File: src/rtl/ir_move_receiver.sv
// IR move-command receiver: decodes pulse-width frames, runs timed moves.
// Build option: MOVE_ECHO_EN requires two matching frames to run a move.
module ir_move_receiver #(
  parameter int UNIT_CYCLES       = 16200,
  parameter int MOVE_DELAY_FACTOR = 27000000,
  parameter int FRAME_BITS        = 12
) (
  input  logic        clock,
  input  logic        reset,
  input  logic        ir_in,
  output logic        turn_en,
  output logic        fwd_en,
  output logic        busy,
  output logic        frame_valid,
  output logic        frame_error,
  output logic [11:0] last_command
);

  localparam int CW = $clog2(8 * UNIT_CYCLES + 1);
  localparam int BW = $clog2(FRAME_BITS + 1);

  localparam logic [CW-1:0] SAT_LEN   = CW'(8 * UNIT_CYCLES);
  localparam logic [CW-1:0] START_LEN = CW'(3 * UNIT_CYCLES);
  localparam logic [CW-1:0] ONE_LEN   = CW'(3 * UNIT_CYCLES / 2);
  localparam logic [CW-1:0] ZERO_LEN  = CW'(UNIT_CYCLES / 2);
  localparam logic [CW-1:0] SPACE_MAX = CW'(4 * UNIT_CYCLES);
  localparam logic [BW-1:0] LAST_BIT  = BW'(FRAME_BITS - 1);
  localparam logic [31:0]   TICK_LOAD = 32'(MOVE_DELAY_FACTOR - 1);

  typedef enum logic [1:0] {
    RX_IDLE,
    RX_BITS,
    RX_DONE
  } rx_t;

  typedef enum logic [1:0] {
    MV_IDLE,
    MV_TURN,
    MV_STALL,
    MV_FWD
  } mv_t;

  logic                  sync1, sync2, sync3;
  logic                  fall;
  logic [CW-1:0]         mark_cnt, space_cnt;
  logic                  is_start, is_one, is_zero;

  rx_t                   rx_state, rx_next;
  logic [FRAME_BITS-1:0] bits, bits_next;
  logic [BW-1:0]         bit_count, cnt_next;

  mv_t                   mv_state, mv_next;
  logic [7:0]            step, step_next;
  logic [31:0]           tick, tick_next;
  logic [7:0]            move_dist, dist_next;
  logic                  echo_ok;
  logic                  exec;

  assign fall     = sync3 & ~sync2;
  assign is_start = mark_cnt >= START_LEN;
  assign is_one   = mark_cnt >= ONE_LEN;
  assign is_zero  = mark_cnt >= ZERO_LEN;

  // Two-flop synchronizer plus one delay flop for edge detection.
  always_ff @(posedge clock) begin
    if (reset) begin
      sync1 <= 1'b0;
      sync2 <= 1'b0;
      sync3 <= 1'b0;
    end else begin
      sync1 <= ir_in;
      sync2 <= sync1;
      sync3 <= sync2;
    end
  end

  // Saturating mark and space length counters.
  always_ff @(posedge clock) begin
    if (reset) begin
      mark_cnt  <= '0;
      space_cnt <= '0;
    end else if (sync2) begin
      space_cnt <= '0;
      if (mark_cnt != SAT_LEN)
        mark_cnt <= mark_cnt + 1'b1;
    end else begin
      mark_cnt <= '0;
      if (space_cnt != SAT_LEN)
        space_cnt <= space_cnt + 1'b1;
    end
  end

  // Receive state, shift register and command latch.
  always_ff @(posedge clock) begin
    if (reset) begin
      rx_state     <= RX_IDLE;
      bits         <= '0;
      bit_count    <= '0;
      last_command <= 12'h000;
    end else begin
      rx_state  <= rx_next;
      bits      <= bits_next;
      bit_count <= cnt_next;
      if (rx_state == RX_BITS && rx_next == RX_DONE)
        last_command <= 12'(bits_next);
    end
  end

  // Receive next-state: classify each mark on its falling edge.
  always_comb begin
    rx_next     = rx_state;
    bits_next   = bits;
    cnt_next    = bit_count;
    frame_valid = 1'b0;
    frame_error = 1'b0;
    unique case (rx_state)
      RX_IDLE: begin
        if (fall && is_start) begin
          rx_next   = RX_BITS;
          bits_next = '0;
          cnt_next  = '0;
        end
      end
      RX_BITS: begin
        if (fall) begin
          if (is_start) begin
            bits_next = '0;
            cnt_next  = '0;
          end else if (is_zero) begin
            bits_next[bit_count] = is_one;
            cnt_next = bit_count + 1'b1;
            if (bit_count == LAST_BIT)
              rx_next = RX_DONE;
          end else begin
            frame_error = 1'b1;
            rx_next     = RX_IDLE;
          end
        end else if (!sync2 && space_cnt > SPACE_MAX) begin
          frame_error = 1'b1;
          rx_next     = RX_IDLE;
        end
      end
      RX_DONE: begin
        frame_valid = 1'b1;
        rx_next     = RX_IDLE;
      end
      default: rx_next = RX_IDLE;
    endcase
  end

`ifdef MOVE_ECHO_EN
  logic        pair_valid;
  logic [11:0] pair_cmd;

  assign echo_ok = pair_valid && (pair_cmd == last_command);

  // Remember the previous good frame; errors and executions break the pair.
  always_ff @(posedge clock) begin
    if (reset) begin
      pair_valid <= 1'b0;
      pair_cmd   <= 12'h000;
    end else if (frame_error) begin
      pair_valid <= 1'b0;
    end else if (frame_valid) begin
      if (exec) begin
        pair_valid <= 1'b0;
      end else begin
        pair_valid <= 1'b1;
        pair_cmd   <= last_command;
      end
    end
  end
`else
  assign echo_ok = 1'b1;
`endif

  assign exec = frame_valid && (mv_state == MV_IDLE)
             && (last_command != 12'h000) && echo_ok;

  assign turn_en = (mv_state == MV_TURN);
  assign fwd_en  = (mv_state == MV_FWD);
  assign busy    = (mv_state != MV_IDLE);

  // Move state and step/tick counters.
  always_ff @(posedge clock) begin
    if (reset) begin
      mv_state  <= MV_IDLE;
      step      <= 8'd0;
      tick      <= 32'd0;
      move_dist <= 8'd0;
    end else begin
      mv_state  <= mv_next;
      step      <= step_next;
      tick      <= tick_next;
      move_dist <= dist_next;
    end
  end

  // Move next-state: each phase lasts step * MOVE_DELAY_FACTOR cycles.
  always_comb begin
    mv_next   = mv_state;
    step_next = step;
    tick_next = tick;
    dist_next = move_dist;
    unique case (mv_state)
      MV_IDLE: begin
        if (exec) begin
          dist_next = last_command[7:0];
          tick_next = TICK_LOAD;
          step_next = 8'd1;
          mv_next   = MV_STALL;
          if (last_command[11:8] != 4'd0) begin
            mv_next   = MV_TURN;
            step_next = {4'd0, last_command[11:8]};
          end
        end
      end
      default: begin
        if (tick != 32'd0) begin
          tick_next = tick - 32'd1;
        end else if (step != 8'd1) begin
          step_next = step - 8'd1;
          tick_next = TICK_LOAD;
        end else if (mv_state == MV_TURN) begin
          mv_next   = MV_STALL;
          step_next = 8'd1;
          tick_next = TICK_LOAD;
        end else if (mv_state == MV_STALL
                     && move_dist != 8'd0) begin
          mv_next   = MV_FWD;
          step_next = move_dist;
          tick_next = TICK_LOAD;
        end else begin
          mv_next   = MV_IDLE;
          step_next = 8'd0;
          tick_next = 32'd0;
        end
      end
    endcase
  end

endmodule

File: config.mk
export PLATFORM = sky130hd
export DESIGN_NAME = ir_move_receiver
export DESIGN_NICKNAME = d
export VERILOG_FILES = /design/src/rtl/ir_move_receiver.sv
export SDC_FILE = /design/constraint.sdc
export NUM_CORES = 1
export LEC_CHECK = 0
export ABC_AREA = 1
export CAP_MARGIN = 20
export CORE_ASPECT_RATIO = 1.1
export CORE_MARGIN = 2
export CORE_UTILIZATION = 52
export CTS_CLUSTER_DIAMETER = 200
export DETAILED_ROUTE_END_ITERATION = 7
export PLACE_DENSITY_LB_ADDON = 0.15
export SYNTH_ARGS = -nofsm -noshare
export SYNTH_HDL_FRONTEND = slang
export SYNTH_SLANG_ARGS = --single-unit
File: constraint.sdc
create_clock -name clock -period 2.55 [get_ports clock]
set_input_delay 0.51 -clock clock [delete_from_list [all_inputs] [get_ports clock]]
set_output_delay 0.51 -clock clock [all_outputs]
set_load 0.02 [all_outputs]
Yosys cells after proc, flatten, opt, wreduce, memory -nomap -nowiden
Cells that the tools add are included.
{"block": "word_totals", "ff_bits": 117, "latch_bits": 0, "mem_bits_rw": 0, "rom_bits": 0, "in_bits": 3, "out_inout_bits": 17, "word_cells": 110, "n_memories": 0}
{"block": "op_classes", "addsub": 5, "n_mul": 0, "div": 0, "n_lt_le_gt_ge": 6, "eq_ne": 16, "n_shift": 0, "n_mux": 46, "n_bitwise": 2, "n_reduce_logical": 22}
{"op": "2-to-1 mux 32 bit", "n": 3}
{"op": "2-to-1 mux 25 bit", "n": 3}
{"op": "2-to-1 mux 12 bit", "n": 4}
{"op": "2-to-1 mux 8 bit", "n": 6}
{"op": "adder 17 x 1 -> 17 bit (second input constant)", "n": 2}
{"op": "!= test 17 bit (second input constant)", "n": 2}
{"op": "nonzero test 32 bit", "n": 1}
{"op": "subtractor 32 x 1 -> 32 bit (second input constant)", "n": 1}
{"op": "2-to-1 mux 2 bit", "n": 13}
{"op": "case mux 12 bit (2 select lines)", "n": 1}
{"op": "2-to-1 mux 4 bit", "n": 5}
{"op": "greater-or-equal comparator 17 x 13 -> 1 bit (second input constant)", "n": 1}
{"op": "greater-or-equal comparator 17 x 15 -> 1 bit (second input constant)", "n": 1}
{"op": "greater-or-equal comparator 17 x 16 -> 1 bit (second input constant)", "n": 1}
{"op": "> comparator 17 x 16 -> 1 bit (second input constant)", "n": 1}
{"op": "bitwise mux 12 bit", "n": 1}
{"op": "nonzero test 12 bit", "n": 1}
{"op": "!= test 2 bit (second input constant)", "n": 5}
{"op": "== test 2 bit (second input constant)", "n": 4}
{"op": "!= test 8 x 1 -> 1 bit (second input constant)", "n": 1}
{"op": "case mux 4 bit (2 select lines)", "n": 1}
{"op": "nonzero test 8 bit", "n": 1}
{"op": "subtractor 8 x 1 -> 8 bit (second input constant)", "n": 1}
{"op": "logical AND 1 bit", "n": 7}
{"op": "19 further kinds", "n": 30}

Longest topological paths before layout
{"block": "depth", "ltp_word": 9, "depth_mapped": 14}

Worst setup path before layout
No wires, ideal clock.
{"block": "synth_path", "path_type": "register to output", "startpoint": "register space_cnt[11]", "endpoint": "output frame_error", "arrival_ps": 1380, "required_time_ps": 2040, "slack_ps": 660, "path_stages_with_launch": 10, "cell_sequence": "dfxtp_1 -> clkbuf_1 -> nand2_1 -> nor4_1 -> nand2_1 -> nand2_1 -> nand3_1 -> nand2_1 -> nand2_1 -> nor2_1"}
{"block": "synth_via", "elab_chain_cells": 5}
{"item": "start: declaration", "line_no": "45", "rtl": "logic [CW-1:0] mark_cnt, space_cnt;"}
{"item": "start signal: assignment", "line_no": "89", "rtl": "space_cnt <= space_cnt + 1'b1;"}
{"item": "> comparator 17 x 16 -> 1 bit", "line_no": "138", "rtl": "end else if (!sync2 && space_cnt > SPACE_MAX) begin"}
{"item": "logical AND 1 bit", "line_no": "138"}
{"item": "2-to-1 mux 1 bit", "line_no": "138"}
{"item": "2-to-1 mux 1 bit", "line_no": "125", "rtl": "if (fall) begin"}
{"item": "2-to-1 mux 1 bit", "line_no": "116", "rtl": "unique case (rx_state)"}
{"item": "end: declaration", "line_no": "15", "rtl": "output logic frame_error,"}
Every way passes these cells.

Worst setup path after layout
{"block": "layout_path", "startpoint": "register space_cnt[16]", "endpoint": "output frame_error"}
The elaborated chain is that of the path after synthesis.

==> impl_metrics.yaml <==
power:
  power.share.combinational_pct: 1.5
  net-switching-power_mw: 0.938
  sequentialPowerShare_pct: 42.5
  vdd_drop_max_uv: 427
  clockPowerShare_pct: 56.0
  power_switching_share_pct: 21.7
  power_report.internal_total_mw: 3.39
  p_leak_nw: 3.06
  cellPowerDensity_mw_per_mm2: 567
critical_path:
  setup.worst_path.class: "reg2out"
  critical_path_buf_inv_count: 2
  arrival_time_of_the_worst_setup_path_ps: 1830
  worstSetupStartpointType: "flip-flop"
  cp_max_stage_delay_ps: 330
  critical_path_peak_fanout: 4
  worst-endpoint-required_ps: 2040
  largest_delay_share_family_worst_path: "simple AND/OR/NAND/NOR gates"
  critical-path-slowest-cell: "sky130_fd_sc_hd__dfxtp_1"
  worstSetupEndpointType: "primary output"
  cp_cell_sequence: "inv_1, nand4_1, nor4_1, nand2_1, nand2_1, nand3_1, nand2_1, nand2_1, nor2_2, buf_2"
  critical_path.most_common_cell: "sky130_fd_sc_hd__nand2_1"
die:
  fp.coreArea_mm2: 0.0126
  io_pins: 20
  initial_util_pct: 53.2
  floorplan.die_area_mm2: 0.0138
  die_w_um: 112
  number_of_placement_rows: 43
  die_h_um: 123
synthesis:
  post_synthesis_area_per_instance_um2: 6.53
  ys_types: 44
  synth_enable_flop_cells: 0
  main_flop_type_after_synthesis: "sky130_fd_sc_hd__dfxtp_1"
  synth_fp_nets: 1042
  ys_ff_latch: 117
  yosysTopAreaCellShare_pct: 35.0
  yosysTopAreaCell: "sky130_fd_sc_hd__dfxtp_1"
  synth.top_cells.by_area: "sky130_fd_sc_hd__dfxtp_1 35%, sky130_fd_sc_hd__nand2_1 13%, sky130_fd_sc_hd__a21oi_1 8.4%, sky130_fd_sc_hd__nand3_1 6.9%, sky130_fd_sc_hd__inv_1 6.9%"
  synth_async_sr_flop_share_pct: 0
  post_synthesis_cell_count: 1027
  yosysWarningCount: 0
  yosysSeqAreaShare_pct: 35.0
  post_synth_instance_area_mm2: 0.00670
finish:
  syn_to_final_growth_pct: 14.0
  nNetsFinal: 1065
  n_antenna_cell: 0
  ff_latch_area_mm2: 0.00234
  fraction_of_final_layout_cells_sized_beyond_drive_strength_1_pct: 8.00
  post_layout_nonfiller_instances: 1220
  fill_cells: 1243
  utilization_pct: 60.7
  total_area_of_multi_input_combinational_cells_mm2: 0.00373
global_route:
  gr-usage-all-layers_pct: 22.8
  grt_pass1_wl_um: 26000
  first_global_vias: 5676
  grt_antenna_before_repair: 0
  maximum_number_of_pins_on_one_net_before_global_route_repair: 48
  global_route.overflow_total: 0
route:
  route.detailed.wl_per_inst_um: 12.6
  drt_pass1_iterations: 5
  detailedRoute.firstIterationViolations: 471
  postRouteWirelength_um: 15400
  antenna_left: 0
  vias_per_cell: 5.23
  vias: 6377
  residual_drc_count: 0
min_path:
  timing.hold.worst.class: "in2reg"
timing:
  timing.final.crit_period_ps: 2340
  setup_viol: 0
  whs_ps: 323
  timing.setup.tns_ps: 0
  final-max-slew-violation-count: 0
  unrepaired_setup_endpoints_after_global_routing: "no"
  relSlewSlack_pct: 57.7
  hold_viol: 0
  finalClockSkew_ps: 7.55
  timing.final.ws_setup_ps: 211
  finalCritPeriodShare_pct: 91.7
  worstMarginPinSlew_ps: 629
  max_clock_freq_ghz: 0.428
clock_network:
  clock_buffers_created_by_tritoncts: 17
  tritoncts: "built"
  clock_latency_on_the_worst_skew_pair_ps: 420
  clk_path_buf_depth: 2
  post_cts_buffers: 0
  number_of_h_tree_levels: 4
  cts.sink_count: 117
  clock_tree.root_cell: "sky130_fd_sc_hd__clkbuf_16"
  cts.reportedPaths.clkPinSlew_ps: 60
run_status:
  outcome: "completed"
placement:
  pre_cts_slack_ps: 78.6
  place_hpwl_um: 10800
  io_buffer_count: 19
  finalWeightedCongestion: 0.901
  placed_cells: 1188
job:
  max_cap_violations: 0
## logic make-up after synthesis
group                    Yosys count  share of synthesized area (%)
AO/OA/AOI/OAI                    196                           15.3
AND/OR/NAND/NOR                  522                           35.0
flip-flops                       117                           35.0
adder cells (fa/ha/maj)           12                           2.24
buffers and inverters            156                           9.37
XOR/XNOR                          24                           3.14
## Yosys cell counts (4+ instances only)
cell,n
sky130_fd_sc_hd__nand2_2,6
sky130_fd_sc_hd__xor2_1,13
sky130_fd_sc_hd__a21oi_1,112
sky130_fd_sc_hd__nand3_1,93
sky130_fd_sc_hd__nand4_1,21
sky130_fd_sc_hd__nand2_1,228
sky130_fd_sc_hd__clkbuf_1,16
sky130_fd_sc_hd__o21ai_0,69
sky130_fd_sc_hd__ha_1,12
sky130_fd_sc_hd__inv_2,4
sky130_fd_sc_hd__nor2_2,8
sky130_fd_sc_hd__inv_1,123
sky130_fd_sc_hd__buf_6,4
sky130_fd_sc_hd__dfxtp_1,117
sky130_fd_sc_hd__nor4_1,8
sky130_fd_sc_hd__nor2_1,115
sky130_fd_sc_hd__nor3_1,24
sky130_fd_sc_hd__buf_2,6
sky130_fd_sc_hd__xnor2_1,11
## placed cells by master, fill, tap and decap left out, types with 13 or more instances in the layout
cell / instances
sky130_fd_sc_hd__a21oi_1: 112
sky130_fd_sc_hd__clkbuf_16: 17
sky130_fd_sc_hd__clkdlybuf4s50_1: 17
sky130_fd_sc_hd__dfxtp_1: 115
sky130_fd_sc_hd__inv_1: 123
sky130_fd_sc_hd__nand2_1: 228
sky130_fd_sc_hd__nand3_1: 93
sky130_fd_sc_hd__nand4_1: 21
sky130_fd_sc_hd__nor2_1: 114
sky130_fd_sc_hd__nor3_1: 24
sky130_fd_sc_hd__o21ai_0: 69
sky130_fd_sc_hd__xor2_1: 13
## flip-flops by register name (all words and copies together), names as in the netlist
| name | cells |
|---|---|
| rx_state | 2 |
| sync3 | 1 |
| sync2 | 1 |
| step | 8 |
| space_cnt | 17 |
| sync1 | 1 |
| tick | 32 |
| bit_count | 4 |
| mv_state | 2 |
| bits | 12 |
| last_command | 12 |
| mark_cnt | 17 |
| move_dist | 8 |
## timing repair
| action | in CTS | in global routing |
|---|---|---|
| setup endpoints to repair | 1 | 1 |
| hold buffers | 0 | 0 |
| gates resized for setup | 4 | 3 |
## worst paths after layout
kind / cells after the start / endpoint / startpoint / slack (ps)
worst max-delay path: 10 / frame_error / space_cnt[16] / 210
worst min-delay path: 2 / sync1 / reset / 320
worst max register to register: 8 / tick[8] / mv_state[1] / 390
worst min register to register: 2 / sync2 / sync1 / 410
## cell type report
cell class,instances,share of cell area (%)
Clock buffer,17,5.57
Inverter,129,6.40
Timing Repair Buffer,31,3.54
Sequential cell,117,30.7
Multi-Input combinational cell,754,48.9
Tap cell,157,2.57
Clock inverter,15,2.37
## metal layers
| metal | vias up | GRT usage (%) | wire (um) |
|---|---|---|---|
| met5 | - | 0 | 0 |
| met4 | 0 | 6.48 | 114 |
| met3 | 8 | 5.34 | 633 |
| met2 | 122 | 37.5 | 7170 |
| met1 | 2834 | 30.1 | 7460 |
| li1 | 3413 | - | - |
## stage by stage
stage | cell area (um2) | power [mW]
6_report | 7640 | 4.33
4_1_cts | 7640 | 4.38
3_5_place_dp | 7030 | 1.94
3_3_place_gp | 7030 | 1.94
2_1_floorplan | 6700 | 1.92
5_1_grt | 7640 | 4.47
## power groups by stage
stage                     combinational [mW]  sequential (mW)  clock, mW
final                                 0.0656             1.84       2.43
after global routing                  0.0749             1.84       2.55
after CTS                             0.0662             1.84       2.47
after detailed placement              0.0660             1.88          0
after global placement                0.0659             1.88          0
after floorplan                       0.0468             1.88          0
(Power assumes the default switching activity.)
